`src/rtl/mux3_rr_sel.sv`:
```
// Three-way round-robin burst arbiter driving the select of a two-stage 3:1 mux.
// The winning channel keeps the bus until its burst ends. Grant, select and
// beat count are registered so the mux select lines never glitch.
module mux3_rr_sel #(
    parameter int unsigned MAX_BURST = 0,
    parameter int unsigned CNT_W     = 4
) (
    input  logic             clk_i,
    input  logic             rst_i,
    input  logic [2:0]       req_i,
    input  logic [2:0]       last_i,
    output logic [2:0]       gnt_o,
    output logic [1:0]       sel_o,
    output logic             valid_o,
    input  logic             ready_i,
    output logic [CNT_W-1:0] beat_o
);

    localparam bit             HAS_LIMIT = (MAX_BURST != 0);
    localparam logic [CNT_W-1:0] LIMIT_M1 = HAS_LIMIT ? CNT_W'(MAX_BURST - 1) : '0;
    localparam logic [CNT_W-1:0] BEAT_MAX = '1;

    typedef enum logic {
        IDLE = 1'b0,
        BUSY = 1'b1
    } state_t;

    state_t           state_q, state_d;
    logic [1:0]       ptr_q, ptr_d;
    logic [1:0]       k_q, k_d;
    logic [2:0]       gnt_q, gnt_d;
    logic [1:0]       sel_q, sel_d;
    logic [CNT_W-1:0] beat_q, beat_d;

    logic             valid_c;
    logic             hs_c;
    logic             release_c;
    logic [1:0]       win_c;

    // Valid is the granted channel's request, only while a burst is open.
    assign valid_c   = (state_q == BUSY) && req_i[k_q];
    assign hs_c      = valid_c && ready_i;
    assign release_c = hs_c && (last_i[k_q] || (HAS_LIMIT && (beat_q == LIMIT_M1)));

    // Round-robin pick: first set request scanning ptr, ptr+1, ptr+2 (mod 3).
    always_comb begin
        win_c = 2'd0;
        unique case (ptr_q)
            2'd1:    win_c = req_i[1] ? 2'd1 : (req_i[2] ? 2'd2 : 2'd0);
            2'd2:    win_c = req_i[2] ? 2'd2 : (req_i[0] ? 2'd0 : 2'd1);
            default: win_c = req_i[0] ? 2'd0 : (req_i[1] ? 2'd1 : 2'd2);
        endcase
    end

    // Next-state logic: arbitrate in IDLE, count beats and detect release in BUSY.
    always_comb begin
        state_d = state_q;
        ptr_d   = ptr_q;
        k_d     = k_q;
        gnt_d   = gnt_q;
        sel_d   = sel_q;
        beat_d  = beat_q;

        unique case (state_q)
            IDLE: begin
                gnt_d = 3'b000;
                if (req_i != 3'b000) begin
                    state_d = BUSY;
                    k_d     = win_c;
                    gnt_d   = 3'(3'b001 << win_c);
                    sel_d   = win_c;
                    beat_d  = '0;
                end
            end
            BUSY: begin
                if (release_c) begin
                    state_d = IDLE;
                    gnt_d   = 3'b000;
                    ptr_d   = (k_q == 2'd2) ? 2'd0 : k_q + 2'd1;
                    beat_d  = '0;
                end else if (hs_c && (beat_q != BEAT_MAX)) begin
                    beat_d = beat_q + CNT_W'(1);
                end
            end
            default: begin
                state_d = IDLE;
                gnt_d   = 3'b000;
            end
        endcase
    end

    // State register with synchronous reset; reset aborts any open burst.
    always_ff @(posedge clk_i) begin
        if (rst_i) begin
            state_q <= IDLE;
            ptr_q   <= 2'd0;
            k_q     <= 2'd0;
            gnt_q   <= 3'b000;
            sel_q   <= 2'b00;
            beat_q  <= '0;
        end else begin
            state_q <= state_d;
            ptr_q   <= ptr_d;
            k_q     <= k_d;
            gnt_q   <= gnt_d;
            sel_q   <= sel_d;
            beat_q  <= beat_d;
        end
    end

    assign gnt_o   = gnt_q;
    assign sel_o   = sel_q;
    assign beat_o  = beat_q;
    assign valid_o = valid_c;

endmodule

```
`config.mk`:
```
export PLATFORM = sky130hd
export DESIGN_NAME = mux3_rr_sel
export DESIGN_NICKNAME = d
export VERILOG_FILES = /design/src/rtl/mux3_rr_sel.sv
export SDC_FILE = /design/constraint.sdc
export NUM_CORES = 1
export LEC_CHECK = 0
export CORE_MARGIN = 1.5
export CORE_UTILIZATION = 49
export CTS_CLUSTER_DIAMETER = 150
export DETAILED_ROUTE_END_ITERATION = 12
export PLACE_DENSITY = 0.81
export SKIP_CTS_REPAIR_TIMING = 1
export SLEW_MARGIN = 10
export SYNTH_ARGS = -nofsm -noshare
export SYNTH_HDL_FRONTEND = slang
export SYNTH_SLANG_ARGS = --single-unit
```
`constraint.sdc`:
```
create_clock -name clk_i -period 3.7 [get_ports clk_i]
set_input_delay 0.555 -clock clk_i [delete_from_list [all_inputs] [get_ports clk_i]]
set_output_delay 0.555 -clock clk_i [all_outputs]
set_load 0.05 [all_outputs]
```
### After elaboration in Yosys (flattened, before gate mapping)

Index checks and enable logic that the tools add are counted.

* $add $sub $neg: 2
* order comparisons: 1
* eq/ne operators: 7
* shifts and indexed selects: 1
* muxes and demuxes: 22
* bitwise gates (word level): 1
* reductions and logical operators: 8

Operators with widths (count)
* 2-to-1 mux 2 bit: 6
* 2-to-1 mux 4 bit: 3
* case mux 4 bit (2 select lines): 1
* 2-to-1 mux 3 bit: 2
* case mux 3 bit (2 select lines): 1
* AND reduction 2 bit: 3
* 2-to-1 mux 1 bit: 5
* adder 4 x 1 -> 4 bit (second input constant): 1
* binary-select mux 1 bit (select 2 bit): 2
* == test 2 bit (second input constant): 2
* logical AND 1 bit: 4
* inequality test 4 bit (second input constant): 1
* case mux 2 bit (2 select lines): 1
* < comparator 2 x 3 -> 1 bit (second input constant): 1
* inequality test 3 x 1 -> 1 bit (second input constant): 1
* nonzero test 3 bit: 1
* << shifter 1 x 2 -> 3 bit (first input constant): 1
* adder 2 x 1 -> 2 bit (second input constant): 1
* == test 2 x 1 -> 1 bit (second input constant): 1
* inequality test 2 x 1 -> 1 bit (second input constant): 1
* inequality test 2 bit (second input constant): 1
* case mux 1 bit (2 select lines): 1
* inverter 1 bit: 1

* flip-flop bits (word level): 12
* input bits: 9

### Logic depth before layout (Yosys ltp)

* word-level depth: 8
* mapped depth: 7

### Least setup slack after synthesis

OpenSTA, ideal clock, no wires.

* path type: flip-flop to flip-flop
* start: register sel_o[1] (netlist name)
* end: register beat_q[3] (netlist: beat_o[3])
* setup time: 0.074 ns
* data arrival time: 2.015 ns
* required time: 3.626 ns
* slack: 1.610 ns
* stages on the path, launching flop included: 6
* path buffers: 0
* period minus slack after synthesis: 2.090 ns
* path through: dfxtp_1 mux2i_1 o22ai_2 a21boi_2 or4b_1 a31oi_1

RTL lines
* end signal: assignment: RTL line 107 `beat_q <= beat_d;`
* end: declaration: RTL line 33 `logic [CNT_W-1:0] beat_q, beat_d;`

### Worst setup path in the final report

* start: input req_i[2]
* end: output valid_o

* cells in the longest elaborated chain, start to end: 3

RTL lines
* start: declaration: RTL line 10 `input logic [2:0] req_i,`
* binary-select mux 1 bit (select 2 bit): RTL line 41 `assign valid_c = (state_q == BUSY) && req_i[k_q];`
* 2-to-1 mux 1 bit (not written as such): RTL line 41
* logical AND 1 bit: RTL line 41
* end: declaration: RTL line 14 `output logic valid_o,`

No other way between the ends. The select of a mux whose other input is x is not followed.

==> flow_summary.json <==
{
  "grt_first_pass_wirelength_um": 2360,
  "timing.fmax_mhz": 344,
  "grt.total_usage_pct": 22.1,
  "drc": 0,
  "ys_seq_area_share_pct": 35.3,
  "hold_class": "register to register",
  "ys_warn_count": 0,
  "synth-simple-area-share_pct": 31.4,
  "final_cell_mix": "clkdlybuf4s50_1, dfxtp_1, nor2_1, nand2_1, a21oi_1",
  "drt.antenna.violating_nets": 0,
  "wirelength_um": 1540,
  "fillers": 115,
  "seq_area_sq_um": 240,
  "vdd_drop_max_mv": 0.244,
  "synth_xor_area_share_pct": 0,
  "ios": 19,
  "areaGrowthSynthToFinish_pct": 32.0,
  "rsz0062_at_grt": "false",
  "dieArea_sq_um": 1620,
  "place.gp.congestion": 0.742,
  "syn-num-nets": 92,
  "place_inst": 112,
  "crit_type": "primary input to output port",
  "dp_hpwl_um": 1170,
  "setup-tns-final_ps": 0,
  "wl_met3_um": 76,
  "syn-instance-count": 80,
  "p_total_uw": 312,
  "placed_area_sq_um": 876,
  "fp.dieH_um": 40.3,
  "die_w_um": 40.3,
  "report.final.slew_viol_count": 0,
  "grt_overflow": 0,
  "finalInstanceArea_sq_um": 898,
  "fin_skew_ps": 0.668,
  "finalSetupViolations": 0,
  "wl_met1_um": 725,
  "ys_ff_latch": 12,
  "worstPathMaxFanout": 6,
  "synth.cell_area_sq_um": 681,
  "period_needed_ps": 2900,
  "via_per_inst": 5.49,
  "clk_latency_ps": 260,
  "htree_levels": 1,
  "floorplan.initialDensity_pct": 52.3,
  "wl_met2_um": 730,
  "maxSlewHeadroom_pct": 66.9,
  "clkSinkCount": 12,
  "nNetsFinal": 114,
  "cp.required_ps": 3140,
  "yosysUniqueCellTypes": 29,
  "cp-start-kind": "primary input",
  "path_clk_slew_ps": 70,
  "fin_crit_sh_pct": 78.5,
  "final_common_cell": "clkdlybuf4s50_1",
  "whs_path_depth": 2,
  "outcome": "finished, final reports clean",
  "final_cell_count_no_fill": 115,
  "clockRootBuffer": "clkbuf_4",
  "dr.pass1.iters": 4,
  "antenna_found_initial": 0,
  "drive_gt1_share_pct": 8.00,
  "core_region_area_sq_um": 1300,
  "grt_pass1_vias": 551,
  "grt_max_degree": 13,
  "multi_input_comb_area_sq_um": 429,
  "cts_tree": "built",
  "synth.mux.area_fraction_pct": 5.88,
  "synth_top_family_by_area": "simple AND/OR/NAND/NOR gates",
  "powerDensity_nw_per_um2": 347,
  "numPortBuffers": 18,
  "rows": 13,
  "n_antenna_cell": 0,
  "r2r_cells": 5,
  "finish.utilization_pct": 69.0,
  "post_drt_wl_per_cell_um": 13.4,
  "maxCapViolCount": 0,
  "synth-compound-area-share_pct": 20.2,
  "worst_slew_pin_slew_ps": 495,
  "dr.max_layer_used": "met4",
  "crit_arrival_ps": 2350,
  "clock_path_buffers": 2,
  "dr.first_iter.drc_count": 20,
  "cts_buffers": 3,
  "syn_avg_cell_area_sq_um": 8.51,
  "dr_total_vias": 631,
  "synth_fa_ha_area_share_pct": 5.51,
  "power.leakage_uw": 0.000325,
  "hold_viol_final": 0,
  "worst_setup_path_end_kind": "output port"
}
-- per-stage QoR --
step	hold WS, ps	setup slack, ps
4_1_cts	460	800
2_1_floorplan	491	1610
5_1_grt	481	668
3_5_place_dp	451	806
3_3_place_gp	442	850
6_report	457	796
-- cell families (layout without fill, tap and decap cells) --
kind of cell,after synthesis,after routing
muxes,4,4
adders and majority gates,3,3
DFF,12,12
buffers and inverters,3,23
and+or+nand+nor,40,40
AOI/OAI and AO/OA,18,18
-- layout make-up --
type,instances,area share (%)
clock buffers,3,2.51
inverters,2,0.836
multi-input cells,65,47.8
flip-flops and latches,12,26.7
well taps,15,2.09
repair buffers,18,20.1
-- state kept, by name, indices dropped and copies added, names as in the netlist --
register  cells
ptr_q         2
beat_o        4
gnt_o         3
state_q       1
sel_o         2
-- cells in the mapped netlist (all sizes together) --
cell type   n  area [sq um]
nor2       11          41.3
a22oi       1          7.51
a21boi      2          18.8
a21o        1          7.51
or2         1          6.26
or3b        1          8.76
o2111ai     1          8.76
nand2       8          30.0
and2        1          6.26
or3         1          6.26
a21oi       6          30.0
nand3       2          10.0
o2bb2ai     1          15.0
ha          3          37.5
nand2b      3          18.8
a31oi       2          12.5
nor2b       2          12.5
dfxtp      12           240
clkbuf      1          3.75
inv         2          7.51
nand4bb     1          11.3
nor3        3          15.0
mux2i       4          40.0
a211oi      1          7.51
o21ai       1          5.00
o22ai       2          25.0
or4b        1          10.0
nand3b      5          37.5
-- worst paths after layout --
| kind | start | to | slack, ps |
|---|---|---|---|
| min | gnt_o[2]$_SDFFE_PP0P_ | gnt_o[2]$_SDFFE_PP0P_ | 460 |
| min reg2reg | gnt_o[2]$_SDFFE_PP0P_ | gnt_o[2]$_SDFFE_PP0P_ | 460 |
| max reg2reg | sel_o[1]$_SDFFE_PP0P_ | beat_o[3]$_SDFFE_PP0P_ | 1630 |
| max | req_i[2] | valid_o | 800 |
-- critical path, cell delays in order --
cell,delay [ps]
clkdlybuf4s50_1,580
mux2i_1,140
o21ai_0,150
and2_1,130
clkdlybuf4s50_1,790
-- report_power, final --
group / switching (uW) / internal, uW / leakage [uW] / total (uW)
sequential: 9.54 / 136 / 0.0000980 / 146
clock: 39.5 / 37.6 / 0.0000138 / 77.1
combinational: 52.4 / 37.1 / 0.000214 / 89.4
-- routing by layer --
| metal | global-route usage (%) | vias up |
|---|---|---|
| li1 | - | 332 |
| met1 | 27.0 | 278 |
| met2 | 39.1 | 19 |
| met3 | 5.00 | 2 |
| met4 | 5.00 | 0 |
| met5 | 0 | - |
Note: power is estimated with default switching activity, not from simulation.
